`config.mk`:
```
export PLATFORM = sky130hd
export DESIGN_NAME = syn_pipeline_ctrl_flat
export DESIGN_NICKNAME = d
export VERILOG_FILES = /design/src/rtl/syn_pipeline_ctrl_if.sv /design/src/rtl/syn_pipeline_ctrl.sv /design/src/flat_wrapper.sv
export SDC_FILE = /design/constraint.sdc
export NUM_CORES = 1
export LEC_CHECK = 0
export CAP_MARGIN = 20
export CELL_PAD_IN_SITES_DETAIL_PLACEMENT = 1
export CELL_PAD_IN_SITES_GLOBAL_PLACEMENT = 1
export CORE_ASPECT_RATIO = 0.9
export CORE_MARGIN = 3
export CORE_UTILIZATION = 39
export CTS_CLUSTER_SIZE = 24
export DETAILED_ROUTE_END_ITERATION = 10
export GPL_TIMING_DRIVEN = 0
export HOLD_SLACK_MARGIN = 0.05
export PLACE_DENSITY_LB_ADDON = 0.1
export SETUP_SLACK_MARGIN = 0.15
export SYNTH_ARGS = -nofsm -noshare
export SYNTH_HDL_FRONTEND = slang
export SYNTH_SLANG_ARGS = --single-unit
```
`constraint.sdc`:
```
create_clock -name clk -period 4.5 [get_ports clk]
set_clock_uncertainty 0.15 [all_clocks]
set_input_delay 0.45 -clock clk [delete_from_list [all_inputs] [get_ports clk]]
set_output_delay 0.45 -clock clk [all_outputs]
set_load 0.02 [all_outputs]
```
`src/rtl/syn_pipeline_ctrl_if.sv`:
```
// Bundle between the pipeline datapath and its hazard/flush/halt controller:
// ID-stage instruction attributes in, pipeline-register controls and counters out.
interface syn_pipeline_ctrl_if #(
    parameter int Stages  = 5,
    parameter int RegBits = 5,
    parameter int CntBits = 32
);
    logic [RegBits-1:0] id_req_a;
    logic [RegBits-1:0] id_req_b;
    logic [RegBits-1:0] id_req_w;
    logic               id_use_a;
    logic               id_use_b;
    logic               id_w_en;
    logic               id_is_load;
    logic               id_halt;
    logic               id_valid;
    logic               ex_redirect;

    logic               stall_if;
    logic               bubble_ex;
    logic               flush_if_id;
    logic               flush_id_ex;
    logic [Stages-1:0]  stage_valid;
    logic               halted;
    logic [CntBits-1:0] retire_cnt;
    logic [CntBits-1:0] stall_cnt;
    logic [CntBits-1:0] flush_cnt;

    modport master (
        output id_req_a, id_req_b, id_req_w, id_use_a, id_use_b,
               id_w_en, id_is_load, id_halt, id_valid, ex_redirect,
        input  stall_if, bubble_ex, flush_if_id, flush_id_ex,
               stage_valid, halted, retire_cnt, stall_cnt, flush_cnt
    );

    modport slave (
        input  id_req_a, id_req_b, id_req_w, id_use_a, id_use_b,
               id_w_en, id_is_load, id_halt, id_valid, ex_redirect,
        output stall_if, bubble_ex, flush_if_id, flush_id_ex,
               stage_valid, halted, retire_cnt, stall_cnt, flush_cnt
    );
endinterface

```
`src/rtl/syn_pipeline_ctrl.sv`:
```
// Pipeline controller: tracks in-flight instructions past ID, detects RAW hazards,
// drives stall/bubble/flush, drains on halt and keeps performance counters.
module syn_pipeline_ctrl #(
    parameter int Stages  = 5,
    parameter int RegBits = 5,
    parameter int CntBits = 32,
    parameter bit FwdEn   = 1'b1
) (
    input logic               clk,
    input logic               rst_n,
    input logic               en,
    syn_pipeline_ctrl_if.slave bus
);
    localparam int Last = Stages - 1;

    localparam logic [1:0] ST_RUN   = 2'd0;
    localparam logic [1:0] ST_DRAIN = 2'd1;
    localparam logic [1:0] ST_HALT  = 2'd2;

    typedef struct packed {
        logic               valid;
        logic               w_en;
        logic [RegBits-1:0] req_w;
        logic               is_load;
        logic               halt;
    } entry_t;

    entry_t [Last:2]    ent_q, ent_d;
    logic [1:0]         state_q, state_d;
    logic [CntBits-1:0] retire_q, retire_d;
    logic [CntBits-1:0] stall_q, stall_d;
    logic [CntBits-1:0] flush_q, flush_d;

    logic              front_frozen;
    logic              step;
    logic              redirect;
    logic              src_a_live, src_b_live;
    logic              hz_raw, hz, bubble;
    logic [Stages-1:0] stage_valid;

    assign front_frozen = (state_q != ST_RUN);
    assign step         = en && (state_q != ST_HALT);
    assign redirect     = bus.ex_redirect && ent_q[2].valid;
    assign src_a_live   = bus.id_use_a && (bus.id_req_a != '0);
    assign src_b_live   = bus.id_use_b && (bus.id_req_b != '0);

    // With forwarding only a load still in EX is unresolved; without it every
    // older writer is, since the register file does not bypass WB into ID.
    // NOTE: every always_comb output gets a default before any conditional write,
    // so no path can leave a latch behind.
    always_comb begin
        hz_raw = 1'b0;
        for (int k = 2; k <= Last; k++) begin
            if (ent_q[k].valid && ent_q[k].w_en &&
                (!FwdEn || (k == 2 && ent_q[k].is_load)) &&
                ((src_a_live && bus.id_req_a == ent_q[k].req_w) ||
                 (src_b_live && bus.id_req_b == ent_q[k].req_w))) begin
                hz_raw = 1'b1;
            end
        end
    end

    assign hz     = hz_raw && bus.id_valid;
    assign bubble = hz && !redirect;

    always_comb begin
        stage_valid    = '0;
        stage_valid[0] = !front_frozen;
        stage_valid[1] = bus.id_valid;
        for (int k = 2; k <= Last; k++) begin
            stage_valid[k] = ent_q[k].valid;
        end
    end

    assign bus.stall_if    = front_frozen || bubble;
    assign bus.bubble_ex   = bubble;
    assign bus.flush_if_id = front_frozen || redirect;
    assign bus.flush_id_ex = redirect;
    assign bus.stage_valid = stage_valid;
    assign bus.halted      = (state_q == ST_HALT);
    assign bus.retire_cnt  = retire_q;
    assign bus.stall_cnt   = stall_q;
    assign bus.flush_cnt   = flush_q;

    always_comb begin
        ent_d = ent_q;
        for (int k = Last; k >= 3; k--) begin
            ent_d[k] = ent_q[k-1];
        end
        ent_d[2].valid   = bus.id_valid && !bubble && !redirect;
        ent_d[2].w_en    = bus.id_valid && bus.id_w_en;
        ent_d[2].req_w   = bus.id_valid ? bus.id_req_w : '0;
        ent_d[2].is_load = bus.id_valid && bus.id_is_load;
        ent_d[2].halt    = bus.id_valid && bus.id_halt;

        state_d = state_q;
        if (ent_q[Last].valid && ent_q[Last].halt) begin
            state_d = ST_HALT;
        end else if (ent_d[2].valid && ent_d[2].halt) begin
            state_d = ST_DRAIN;
        end

        retire_d = retire_q + CntBits'(ent_q[Last].valid);
        stall_d  = stall_q + CntBits'(bubble);
        flush_d  = flush_q + CntBits'(redirect);
    end

    // NOTE: sequential state uses non-blocking assignments so every register
    // samples the pre-edge values of the others.
    always_ff @(posedge clk) begin
        if (!rst_n) begin
            ent_q    <= '0;
            state_q  <= ST_RUN;
            retire_q <= '0;
            stall_q  <= '0;
            flush_q  <= '0;
        end else if (step) begin
            ent_q    <= ent_d;
            state_q  <= state_d;
            retire_q <= retire_d;
            stall_q  <= stall_d;
            flush_q  <= flush_d;
        end
    end
endmodule

```
`src/flat_wrapper.sv`:
```
// flat-port wrapper written by rule: the top's interface ports become plain ports
module syn_pipeline_ctrl_flat 
#(
    parameter int Stages  = 5,
    parameter int RegBits = 5,
    parameter int CntBits = 32,
    parameter bit FwdEn   = 1'b1
)
  (clk, rst_n, en, bus_id_req_a, bus_id_req_b, bus_id_req_w, bus_id_use_a, bus_id_use_b, bus_id_w_en, bus_id_is_load, bus_id_halt, bus_id_valid, bus_ex_redirect, bus_stall_if, bus_bubble_ex, bus_flush_if_id, bus_flush_id_ex, bus_stage_valid, bus_halted, bus_retire_cnt, bus_stall_cnt, bus_flush_cnt);
  syn_pipeline_ctrl_if #(.Stages(Stages), .RegBits(RegBits), .CntBits(CntBits)) bus_i ();
  input logic clk;
  input logic rst_n;
  input logic en;
  input wire logic [$bits(bus_i.id_req_a)-1:0] bus_id_req_a;
  input wire logic [$bits(bus_i.id_req_b)-1:0] bus_id_req_b;
  input wire logic [$bits(bus_i.id_req_w)-1:0] bus_id_req_w;
  input wire logic [$bits(bus_i.id_use_a)-1:0] bus_id_use_a;
  input wire logic [$bits(bus_i.id_use_b)-1:0] bus_id_use_b;
  input wire logic [$bits(bus_i.id_w_en)-1:0] bus_id_w_en;
  input wire logic [$bits(bus_i.id_is_load)-1:0] bus_id_is_load;
  input wire logic [$bits(bus_i.id_halt)-1:0] bus_id_halt;
  input wire logic [$bits(bus_i.id_valid)-1:0] bus_id_valid;
  input wire logic [$bits(bus_i.ex_redirect)-1:0] bus_ex_redirect;
  output wire logic [$bits(bus_i.stall_if)-1:0] bus_stall_if;
  output wire logic [$bits(bus_i.bubble_ex)-1:0] bus_bubble_ex;
  output wire logic [$bits(bus_i.flush_if_id)-1:0] bus_flush_if_id;
  output wire logic [$bits(bus_i.flush_id_ex)-1:0] bus_flush_id_ex;
  output wire logic [$bits(bus_i.stage_valid)-1:0] bus_stage_valid;
  output wire logic [$bits(bus_i.halted)-1:0] bus_halted;
  output wire logic [$bits(bus_i.retire_cnt)-1:0] bus_retire_cnt;
  output wire logic [$bits(bus_i.stall_cnt)-1:0] bus_stall_cnt;
  output wire logic [$bits(bus_i.flush_cnt)-1:0] bus_flush_cnt;
  assign bus_i.id_req_a = bus_id_req_a;
  assign bus_i.id_req_b = bus_id_req_b;
  assign bus_i.id_req_w = bus_id_req_w;
  assign bus_i.id_use_a = bus_id_use_a;
  assign bus_i.id_use_b = bus_id_use_b;
  assign bus_i.id_w_en = bus_id_w_en;
  assign bus_i.id_is_load = bus_id_is_load;
  assign bus_i.id_halt = bus_id_halt;
  assign bus_i.id_valid = bus_id_valid;
  assign bus_i.ex_redirect = bus_ex_redirect;
  assign bus_stall_if = bus_i.stall_if;
  assign bus_bubble_ex = bus_i.bubble_ex;
  assign bus_flush_if_id = bus_i.flush_if_id;
  assign bus_flush_id_ex = bus_i.flush_id_ex;
  assign bus_stage_valid = bus_i.stage_valid;
  assign bus_halted = bus_i.halted;
  assign bus_retire_cnt = bus_i.retire_cnt;
  assign bus_stall_cnt = bus_i.stall_cnt;
  assign bus_flush_cnt = bus_i.flush_cnt;
  syn_pipeline_ctrl #(.Stages(Stages), .RegBits(RegBits), .CntBits(CntBits), .FwdEn(FwdEn)) u_core (.clk(clk), .rst_n(rst_n), .en(en), .bus(bus_i));
endmodule
```
Yosys cells after proc, flatten, opt, wreduce, memory -nomap -nowiden
Cells that the tools add are included.
{"block": "classes", "mux": 4, "add_sub_neg": 3, "n_reduce_logical": 29, "eq_ne": 4}
{"op": "adder 32 x 1 -> 32 bit", "count": 3}
{"op": "logical AND 1 bit", "count": 18}
{"op": "== test 5 bit", "count": 2}
{"op": "nonzero test 5 bit", "count": 2}
{"op": "two-way mux 5 bit", "count": 1}
{"op": "two-way mux 2 bit", "count": 2}
{"op": "nonzero test 2 bit", "count": 2}
{"op": "logical NOT 1 bit", "count": 3}
{"op": "logical OR 1 bit", "count": 3}
{"op": "== test 2 bit (second input constant)", "count": 1}
{"op": "!= test 2 bit (second input constant)", "count": 1}
{"op": "AND reduction 2 bit", "count": 1}
{"op": "two-way mux 1 bit", "count": 1}
{"block": "word_totals", "inputBits": 25, "regBits": 111}

Depth between registers and ports, before layout
Gate-level depths: netlist of the first run.
{"block": "logic_depth", "ltp_word": 14, "mapped_depth": 11, "mapped_depth_nobuf": 11}

Worst setup path before layout of the first run
OpenSTA, ideal clock, no wires.
{"block": "synth_timing", "kind": "input -> register", "startpoint": "input port bus_id_valid", "endpoint": "register u_core.stall_q[21] (netlist: u_core.bus.stall_cnt[21])", "slack_ns": 1.692, "setup_ns": 0.070, "t_required_ns": 4.280, "arrival_time_ns": 2.588, "path_buffers": 0, "path_stages": 10, "cell_sequence": "nand4_1 > or2_2 > nor3_1 > a31oi_1 > inv_1 > ha_1 > and2_1 > nand3_1 > or4_2 > a21oi_1"}
{"block": "synth_via", "elab_chain_len": 3}
{"item": "from (decl)", "line": "flat_wrapper.sv:22", "text": "input wire logic [$bits(bus_i.id_valid)-1:0] bus_id_valid;"}
{"item": "logical AND 1 bit", "line": "syn_pipeline_ctrl.sv:63", "text": "assign hz = hz_raw && bus.id_valid;"}
{"item": "logical AND 1 bit", "line": "syn_pipeline_ctrl.sv:64", "text": "assign bubble = hz && !redirect;"}
{"item": "net bus_bubble_ex", "line": "flat_wrapper.sv:25", "text": "output wire logic [$bits(bus_i.bubble_ex)-1:0] bus_bubble_ex;"}
{"item": "adder 32 x 1 -> 32 bit", "line": "syn_pipeline_ctrl.sv:104", "text": "stall_d = stall_q + CntBits'(bubble);"}
{"item": "to (signal assigned)", "line": "syn_pipeline_ctrl.sv:121", "text": "stall_q <= stall_d;"}
{"item": "to (decl)", "line": "syn_pipeline_ctrl.sv:31", "text": "logic [CntBits-1:0] stall_q, stall_d;"}
The timed path passes the listed nets, and every way through them passes these cells.
A chain may end at the register's enable or synchronous reset.

Worst setup path after layout of the first run
{"block": "layout_timing", "startpoint": "input port bus_id_valid", "endpoint": "register u_core.stall_q[12] (netlist: u_core.bus.stall_cnt[12])"}
{"block": "layout_via", "elab_chain_len": 3}
{"item": "logical AND 1 bit", "line": "syn_pipeline_ctrl.sv:63"}
{"item": "logical AND 1 bit", "line": "syn_pipeline_ctrl.sv:64"}
{"item": "adder 32 x 1 -> 32 bit", "line": "syn_pipeline_ctrl.sv:104"}
No other way between the ends.

==> results of run 1 <==
[per-layer routing]
layer | track usage (%) | part of all wire (%) | vias up
met5 | 0 | 0 | -
met4 | 7.28 | 1.7 | 0
met3 | 4.89 | 4.0 | 17
met2 | 37.3 | 48 | 109
met1 | 28.6 | 46 | 2502
li1 | - | - | 2493
[cell type report]
type                            count  area [sq um]
Tap cell                          164           205
Inverter                           27           101
Multi-Input combinational cell    465          2790
Buffer                             31           168
Sequential cell                   111          2220
Clock buffer                       13           260
Fill cell                        1537          5870
Clock inverter                      3          65.1
Timing Repair Buffer              130          1300
[Yosys cell counts (4+ instances only)]
cell type  number
or4_1          10
xor2_1         35
o21ai_0        14
nor4_1         20
buf_4           4
inv_1          26
or3_1          12
ha_1            6
and4_1          8
dfxtp_1       111
nor2_1         72
nand4_1        30
nor3_1         13
mux2i_1         6
nand3_1        46
a21oi_1        41
o31ai_1        11
and3_1          6
xnor2_1        34
clkbuf_1       22
nand2b_1        8
nand2_1        69
and2_1          4
[logic make-up (layout without fill, tap and decap cells)]
kind of cell / count (synthesis) / count (layout)
simple gates: 313 / 313
compound gates: 71 / 71
flops: 111 / 111
fa+ha+maj: 6 / 6
mux: 6 / 6
xor+xnor: 69 / 69
buf+inv: 58 / 204
[registers in the layout, summed over array words and instances (netlist names)]
| signal | flops |
|---|---|
| u_core.bus.stage_valid | 3 |
| u_core.bus.retire_cnt | 32 |
| u_core.bus.stall_cnt | 32 |
| u_core.ent_q | 1 |
| u_core.bus.flush_cnt | 32 |
| u_core.state_q | 2 |
| u_core.ent_d | 9 |
[power by group]
part / switching, mW / internal [mW]
Combinational: 0.0555 / 0.0422
Sequential: 0.00512 / 0.986
Clock: 0.362 / 0.518
Total: 0.423 / 1.55
[critical path: stages]
cell,delay [ns]
clkdlybuf4s50_1,0.50
nand4_1,0.10
or2_2,0.31
nor4_1,0.28
a31oi_1,0.17
inv_1,0.15
ha_1,0.19
ha_1,0.25
nand4_1,0.30
nor4_1,0.49
xnor2_1,0.17
nor2_1,0.05
[final timing paths]
path	startpoint	to	slack (ns)	cells after the start
hold reg to reg	u_core.ent_d[18]	u_core.ent_q[18]	0.31	2
hold / removal	u_core.ent_d[18]	u_core.ent_q[18]	0.31	2
setup reg to reg	u_core.ent_d[11]	u_core.bus.stall_cnt[24]	1.27	11
setup / recovery	bus_id_valid	u_core.bus.stall_cnt[12]	1.16	12
==> reports/qor.yml, run 1 <==
final_cells: 944
cp_max_fo: 8
synth_cell_types: 43
cp-start-kind: "input port"
placed_cells: 928
initialDrtViolationCount: 291
synth_compound_area_share_pct: 7.58
syn_nets: 665
antenna_found_initial: 0
grt_pass1_vias: 5293
whs_ns: 0.305
place.gp.congestion: 0.848
hold_buffers: 0
synthXorXnorAreaFrac_pct: 11.4
wl_per_cell_microns: 17.3
final_antenna_net_count: 0
async_reset_ff_share_pct: 0
diodes: 0
drv_cap: 0
finish.utilization_pct: 54.8
synth_flop_cell: "dfxtp_1"
cp.arrival_ns: 3.41
final_area_sq_mm: 0.00711
syn_area_sq_mm: 0.00528
cts_sinks: 111
synth_adder_area_share_pct: 1.42
vias: 5121
port_buffers: 130
finalCriticalPeriod_ns: 3.34
min_path_type: "flop to flop"
vias_per_cell: 5.42
crit_path_end_kind: "flop"
dpl.hpwl_mm: 12.1
synth-edff-count: 0
p_per_area_mw_per_mm2: 277
drv_slew: 0
ys_top_cells_by_area: "dfxtp_1, xor2_1, xnor2_1, nor2_1, nand2_1"
drive_above_1_share_pct: 5.00
root_buffer: "clkbuf_16"
grt_first_pass_wirelength_mm: 26.7
postSynthAreaPerCell_sq_um: 8.33
layout_commonest_cell: "clkdlybuf4s50_1"
path_clk_slew_ns: 0.07
yosysWarnings: 0
leakagePower_nw: 2.41
setup_ws_ns: 1.16
muxShareOfSynthArea_pct: 1.14
cts_resized: 0
overflow: 0
grt_max_degree: 17
worstSkewPairLatency_ns: 0.36
die_h_microns: 116
synth-simple-area-share_pct: 31.2
cts_max_level: 3
status: "finished clean"
final_hold_viol_count: 0
layout_common_cells: "clkdlybuf4s50_1, dfxtp_1, nor2_1"
cts_buffers: 9
start_util_pct: 40.7
post-route-drc-count: 0
worst_pin_slew_ns: 0.916
rows: 39
synth_seq_cells: 111
rsz0062_at_grt: "false"
total_power_mw: 1.97
syn_to_final_growth_pct: 34.7
drt-total-wl_mm: 16.3
relSlewSlack_pct: 38.4
first_pass_iters: 4
synth_top_area_share_pct: 42.1
die_w_microns: 129
fmax_ghz: 0.300
syn_inst: 634
pre_cts_slack_ns: 0.874
synth_top_family_by_area: "simple AND/OR/NAND/NOR gates"
critPathKind: "input port to flop"
cts_tree: "done"
ios: 131
finalCritPeriodShare_pct: 74.2
setup_tns_ns: 0
nets: 806
core_sq_mm: 0.0130
setup_viol: 0
clockBufferDepth: 2
worstPathRequired_ns: 4.57
placed_area_sq_mm: 0.00679
die_area_sq_mm: 0.0150
yosysSeqAreaShare_pct: 42.1
post_cts_buffers: 0
ir_drop_mv: 0.196
track_usage_pct: 22.3
post-synth-top-area-cell: "dfxtp_1"
(Power assumes the default switching activity.)
==> run 2, diff against run 1 <==
Settings changed: CORE_UTILIZATION 39 to 33.
Clock period 4.5 ns to 3 ns, I/O delays scaled along.
==> run 2 against run 1 <==
Combinational power rose by 61%. Power rose by 47%. Global-route usage fell by 2.9 points. Die area increased by 17%. Sequential cell count is the same. Via count increased by 0.25%. Count of clock-buffer cells in the layout is the same. Setup slack lost 0.99 ns. Cell count rose by 4.6%. Highest routed layer unchanged.
==> reports/qor.yml, run 2 (same netlist as run 1, synthesis figures left out) <==
crit_path_end_kind: "flop"  # unchanged
cts_buffers: 9  # unchanged
worstPathRequired_ns: 3.13  # was 4.57 ns
track_usage_pct: 19.3  # was 22.3%
diodes: 0  # unchanged
initialDrtViolationCount: 176  # was 291
start_util_pct: 34.0  # was 40.7%
first_pass_iters: 4  # unchanged
drt-total-wl_mm: 17.1  # was 16.3 mm
gr-max-usage-layer: "met2"  # unchanged
rows: 43  # was 39
setup_viol: 0  # unchanged
worstSkewPairLatency_ns: 0.35  # was 0.36 ns
root_buffer: "clkbuf_16"  # unchanged
drive_above_1_share_pct: 7.52  # was 5.00%
wl_per_cell_microns: 17.3  # about the same
grtUsageMet1_pct: 25.0  # was 28.6%
core_sq_mm: 0.0155  # was 0.0130 sq mm
clockBufferDepth: 2  # unchanged
min_path_type: "flop to flop"  # unchanged
rsz0062_at_grt: "true"  # was false
status: "finished clean"  # unchanged
port_buffers: 130  # unchanged
cp_max_fo: 4  # was 8
post-route-drc-count: 0  # unchanged
cts_max_level: 3  # unchanged
placed_area_sq_mm: 0.00684  # was 0.00679 sq mm
p_per_area_mw_per_mm2: 399  # was 277 mW/mm^2
drv_slew: 0  # unchanged
cp-start-kind: "flop"  # was input port
cts_tree: "done"  # unchanged
final_hold_viol_count: 0  # unchanged
worst_pin_slew_ns: 0.895  # was 0.916 ns
place.gp.congestion: 0.805  # was 0.848
total_power_mw: 2.90  # was 1.97 mW
grt_max_degree: 17  # unchanged
cp.arrival_ns: 2.95  # was 3.41 ns
vias_per_cell: 5.20  # was 5.42
layout_common_cells: "clkdlybuf4s50_1, dfxtp_1, nor2_1"  # unchanged
globalRouteMet3Util_pct: 4.21  # was 4.89%
ir_drop_mv: 0.261  # was 0.196 mV
ios: 131  # unchanged
syn_to_final_growth_pct: 37.8  # was 34.7%
final_antenna_net_count: 0  # unchanged
grt_pass1_vias: 5325  # was 5293
layout_commonest_cell: "clkdlybuf4s50_1"  # unchanged
die_w_microns: 139  # was 129 microns
nets: 812  # was 806
final_area_sq_mm: 0.00728  # was 0.00711 sq mm
overflow: 0  # unchanged
dpl.hpwl_mm: 12.4  # was 12.1 mm
leakagePower_nw: 2.48  # was 2.41 nW
whs_ns: 0.312  # was 0.305 ns
setup_tns_ns: 0  # unchanged
relSlewSlack_pct: 39.8  # was 38.4%
vias: 5134  # was 5121
finalCritPeriodShare_pct: 94.2
die_area_sq_mm: 0.0176  # was 0.0150 sq mm
fmax_ghz: 0.354
finalCriticalPeriod_ns: 2.83
path_clk_slew_ns: 0.07  # about the same
antenna_found_initial: 0  # unchanged
drv_cap: 0  # unchanged
grt_first_pass_wirelength_mm: 27.7  # was 26.7 mm
critPathKind: "flop to flop"  # was input port to flop
die_h_microns: 126  # was 116 microns
use_met2_pct: 32.9  # was 37.3%
cts_sinks: 111  # unchanged
==> run 2: area by class of cell <==
| class | count | area, sq um |
|---|---|---|
| buffer | 31 | 180 |
| timing repair buffer | 136 | 1350 |
| clock buffer | 13 | 270 |
| clock inverter | 2 | 38.8 |
| multi-input combinational | 465 | 2870 |
| inverter | 27 | 101 |
| fill | 1844 | 8270 |
| sequential | 111 | 2220 |
| tap | 202 | 253 |
==> run 2: critical path: stages, from the launching register on <==
cell and delay [ns]:
dfxtp_1 0.43, xnor2_1 0.14, nand3_1 0.17, nor4_4 0.40, a31oi_4 0.07, inv_2 0.09
ha_1 0.17, and2_4 0.18, nand3_2 0.12, or4_2 0.67, a21oi_1 0.16
==> run 2: power breakdown <==
group | switching [mW] | leakage, nW | internal [mW] | total (mW)
combinational | 0.0915 | 1.43 | 0.0658 | 0.157
clock | 0.544 | 0.152 | 0.714 | 1.26
sequential | 0.00825 | 0.895 | 1.48 | 1.49
total | 0.644 | 2.48 | 2.26 | 2.90
==> run 2: metal layers <==
layer / wire length, microns / vias up / part of all wire (%)
met5: 0 / - / 0
met4: 242 / 0 / 1.4
met3: 599 / 17 / 3.5
met2: 8400 / 89 / 49
met1: 7870 / 2529 / 46
li1: - / 2499 / -
==> run 2: worst paths after layout <==
path | from | to | slack (ns) | cells after the start
setup / recovery | u_core.ent_d[14] | u_core.bus.stall_cnt[21] | 0.17 | 10
hold / removal | u_core.ent_d[9] | u_core.ent_d[9] | 0.31 | 2
hold reg to reg | u_core.ent_d[9] | u_core.ent_d[9] | 0.31 | 2
setup reg to reg | u_core.ent_d[14] | u_core.bus.stall_cnt[21] | 0.17 | 10
==> run 2: metrics by stage <==
| step | util [%] | setup slack [ns] | cells |
|---|---|---|---|
| 2_1_floorplan | - | 0.266 | 634 |
| 3_3_place_gp | 44.0 | -0.407 | 966 |
| 3_5_place_dp | 44.0 | -0.489 | 966 |
| 4_1_cts | 46.4 | 0.147 | 985 |
| 5_1_grt | 46.8 | 0.0259 | 987 |
| 6_report | 46.8 | 0.174 | 987 |
==> run 2: timing repair <==
| action | 4_1_cts | 5_1_grt |
|---|---|---|
| gates resized for setup | 11 | 14 |
| endpoints found under the setup margin | 29 | 29 |
| hold buffers | 0 | 0 |
| buffers inserted | 4 | 2 |
| pin swaps | 1 | 3 |
==> run 3, diff against run 2 <==
Settings changed: GPL_TIMING_DRIVEN 0 to 1.
==> run 3 against run 2 <==
Worst hold slack got worse by 0.0048 ns. Largest cell class unchanged. Count of clock-buffer cells in the layout decreased by 2. Clock power grew 6%. Design area rose by 0.50%. Combinational power fell by 3%. Sequential cell count is the same. Cell count down 1.1%.
==> reports/qor.yml, run 3 (same netlist as run 1, synthesis figures left out) <==
status: "finished clean"  # unchanged
min_path_type: "flop to flop"  # unchanged
drt-total-wl_mm: 15.9  # was 17.1 mm
ir_drop_mv: 0.324  # was 0.261 mV
seq_power_share_pct: 50.1  # was 51.2%
post-route-drc-count: 0  # unchanged
finish.utilization_pct: 47.0  # was 46.8%
setup_ws_ns: 0.312  # was 0.174 ns
wl_per_cell_microns: 16.3  # was 17.3 microns
p_int_mw: 2.32  # was 2.26 mW
die_h_microns: 126  # unchanged
met3_length_microns: 642  # was 599 microns
finalCriticalPeriod_ns: 2.69  # was 2.83 ns
routed.top_layer: "met4"  # unchanged
drv_cap: 0  # unchanged
drive_above_1_share_pct: 9.95  # was 7.52%
initialDrtViolationCount: 149  # was 176
vias_per_cell: 5.17  # was 5.20
rsz0062_at_grt: "true"  # unchanged
drt-met1-wl_mm: 7.38  # was 7.87 mm
setup_viol: 0  # unchanged
nets: 800  # was 812
critPathKind: "flop to flop"  # unchanged
dpl.hpwl_mm: 11.6  # was 12.4 mm
cp.arrival_ns: 2.76  # was 2.95 ns
first_pass_iters: 4  # unchanged
cts_buffers: 9  # unchanged
grt_max_degree: 34  # was 17
placed_area_sq_mm: 0.00688  # was 0.00684 sq mm
cts_max_level: 3  # unchanged
p_per_area_mw_per_mm2: 406  # was 399 mW/mm^2
cpPeakStageDelay_ns: 0.52  # was 0.67 ns
drv_slew: 0  # unchanged
worstPathRequired_ns: 3.08  # was 3.13 ns
cts_tree: "done"  # unchanged
clkPwrFrac_pct: 44.8  # was 43.3%
core_sq_mm: 0.0155  # unchanged
layout_commonest_cell: "clkdlybuf4s50_1"  # unchanged
fmax_ghz: 0.372  # was 0.354 GHz
worstSkewPairLatency_ns: 0.35  # about the same
power_frac_comb_pct: 5.1  # was 5.4%
grt_pass1_vias: 5224  # was 5325
path_cells: "or4_4, a21oi_4, nor4_4, a31oi_2, inv_1, ha_2, and2_1, buf_4, and4_2, nand2_1, xor2_1, nor2_1"  # was xnor2_1, nand3_1, nor4_4, a31oi_4, inv_2, ha_1, and2_4, nand3_2, or4_2, a21oi_1
port_buffers: 130  # unchanged
cp-start-kind: "flop"  # unchanged
syn_to_final_growth_pct: 38.5  # was 37.8%
final_hold_viol_count: 0  # unchanged
crit_path_end_kind: "flop"  # unchanged
leakagePower_nw: 2.51  # was 2.48 nW
path_clk_slew_ns: 0.07  # about the same
cp_slowest_cell: "or4_4"  # was or4_2
cp_max_fo: 4  # unchanged
layout_common_cells: "clkdlybuf4s50_1, dfxtp_1, nor2_1"  # unchanged
relSlewSlack_pct: 55.1  # was 39.8%
power.switching_mw: 0.646  # was 0.644 mW
ios: 131  # unchanged
final_area_sq_mm: 0.00731  # was 0.00728 sq mm
netSwitchingFraction_pct: 21.7  # was 22.2%
clockBufferDepth: 2  # unchanged
diodes: 0  # unchanged
root_buffer: "clkbuf_16"  # unchanged
finalCritPeriodShare_pct: 89.6  # was 94.2%
total_power_mw: 2.97  # was 2.90 mW
cp_top_family: "simple AND/OR/NAND/NOR gates"  # unchanged
die_w_microns: 139  # unchanged
crit_buf_inv: 2  # was 1
start_util_pct: 34.0  # unchanged
grt_first_pass_wirelength_mm: 26.2  # was 27.7 mm
place.gp.congestion: 0.813  # was 0.805
antenna_found_initial: 0  # unchanged
post_cts_buffers: 0  # was 4
rows: 43  # unchanged
overflow: 0  # unchanged
worst_pin_slew_ns: 0.672  # was 0.895 ns
wl_met2_mm: 7.63  # was 8.40 mm
final_antenna_net_count: 0  # unchanged
hold_buffers: 0  # unchanged
track_usage_pct: 17.9  # was 19.3%
pre_cts_slack_ns: -0.175  # was -0.489 ns
die_area_sq_mm: 0.0176  # unchanged
vias: 5049  # was 5134
cts_sinks: 111  # unchanged
[run 3: cell count changes in the layout (fill, tap and decap cells not counted), moves of 3 or more]
cell / before / now
clkbuf_1: 20 / 0
buf_4: 10 / 23
clkbuf_8: 6 / 2
dfxtp_1: 111 / 107
dfxtp_2: 0 / 3
xnor2_1: 34 / 31
xnor2_2: 0 / 3
[run 3: final timing paths]
kind / from / endpoint / slack, ns / cells past startpoint
worst max-delay path: u_core.ent_d[12] / u_core.bus.stall_cnt[5] / 0.31 / 12
worst min-delay path: u_core.ent_d[9] / u_core.ent_d[18] / 0.31 / 2
worst max register to register: u_core.ent_d[12] / u_core.bus.stall_cnt[5] / 0.31 / 12
worst min register to register: u_core.ent_d[9] / u_core.ent_d[18] / 0.31 / 2
[run 3: layout make-up]
type                       count  area, sq um
clock buffer                  11          253
inverter                      27          103
fill                        1809         8230
tap                          202          253
timing repair buffer         155         1520
clock inverter                 5         80.1
multi-input combinational    465         2880
sequential                   111         2230
[run 3: metal layers]
metal	GRT usage (%)	vias up
met5	0	-
met4	4.89	0
met3	3.83	16
met2	30.0	98
met1	23.6	2459
li1	-	2476
[run 3: timing repair]
action	in CTS	in global routing
resized for setup	2	24
endpoints found under the setup margin	2	26
pin swaps	0	5
[run 3: worst reg2reg max path, delay by kind of cell, from the launching register on]
kind / cells / cell delay (ns)
DFF: 1 / 0.37
xor gates and xnor gates: 1 / 0.15
AOI/OAI and AO/OA: 2 / 0.34
buffers and inverters: 2 / 0.23
adders and majority gates: 1 / 0.18
and+or+nand+nor: 6 / 1.16
[run 3: through the flow]
stage | setup TNS, ns | std cells | hold WS (ns)
floorplan | 0 | 634 | 0.279
global placement | -0.495 | 960 | 0.287
detailed placement | -1.64 | 960 | 0.301
CTS | 0 | 976 | 0.312
global route | 0 | 976 | 0.325
finish | 0 | 976 | 0.307
[run 3: power groups by stage]
stage          clock, mW  combinational [mW]  sequential, mW
6_report            1.33               0.152            1.49
5_1_grt             1.44               0.166            1.49
4_1_cts             1.38               0.145            1.49
3_5_place_dp           0               0.145            1.52
3_3_place_gp           0               0.141            1.52
2_1_floorplan          0              0.0705            1.52
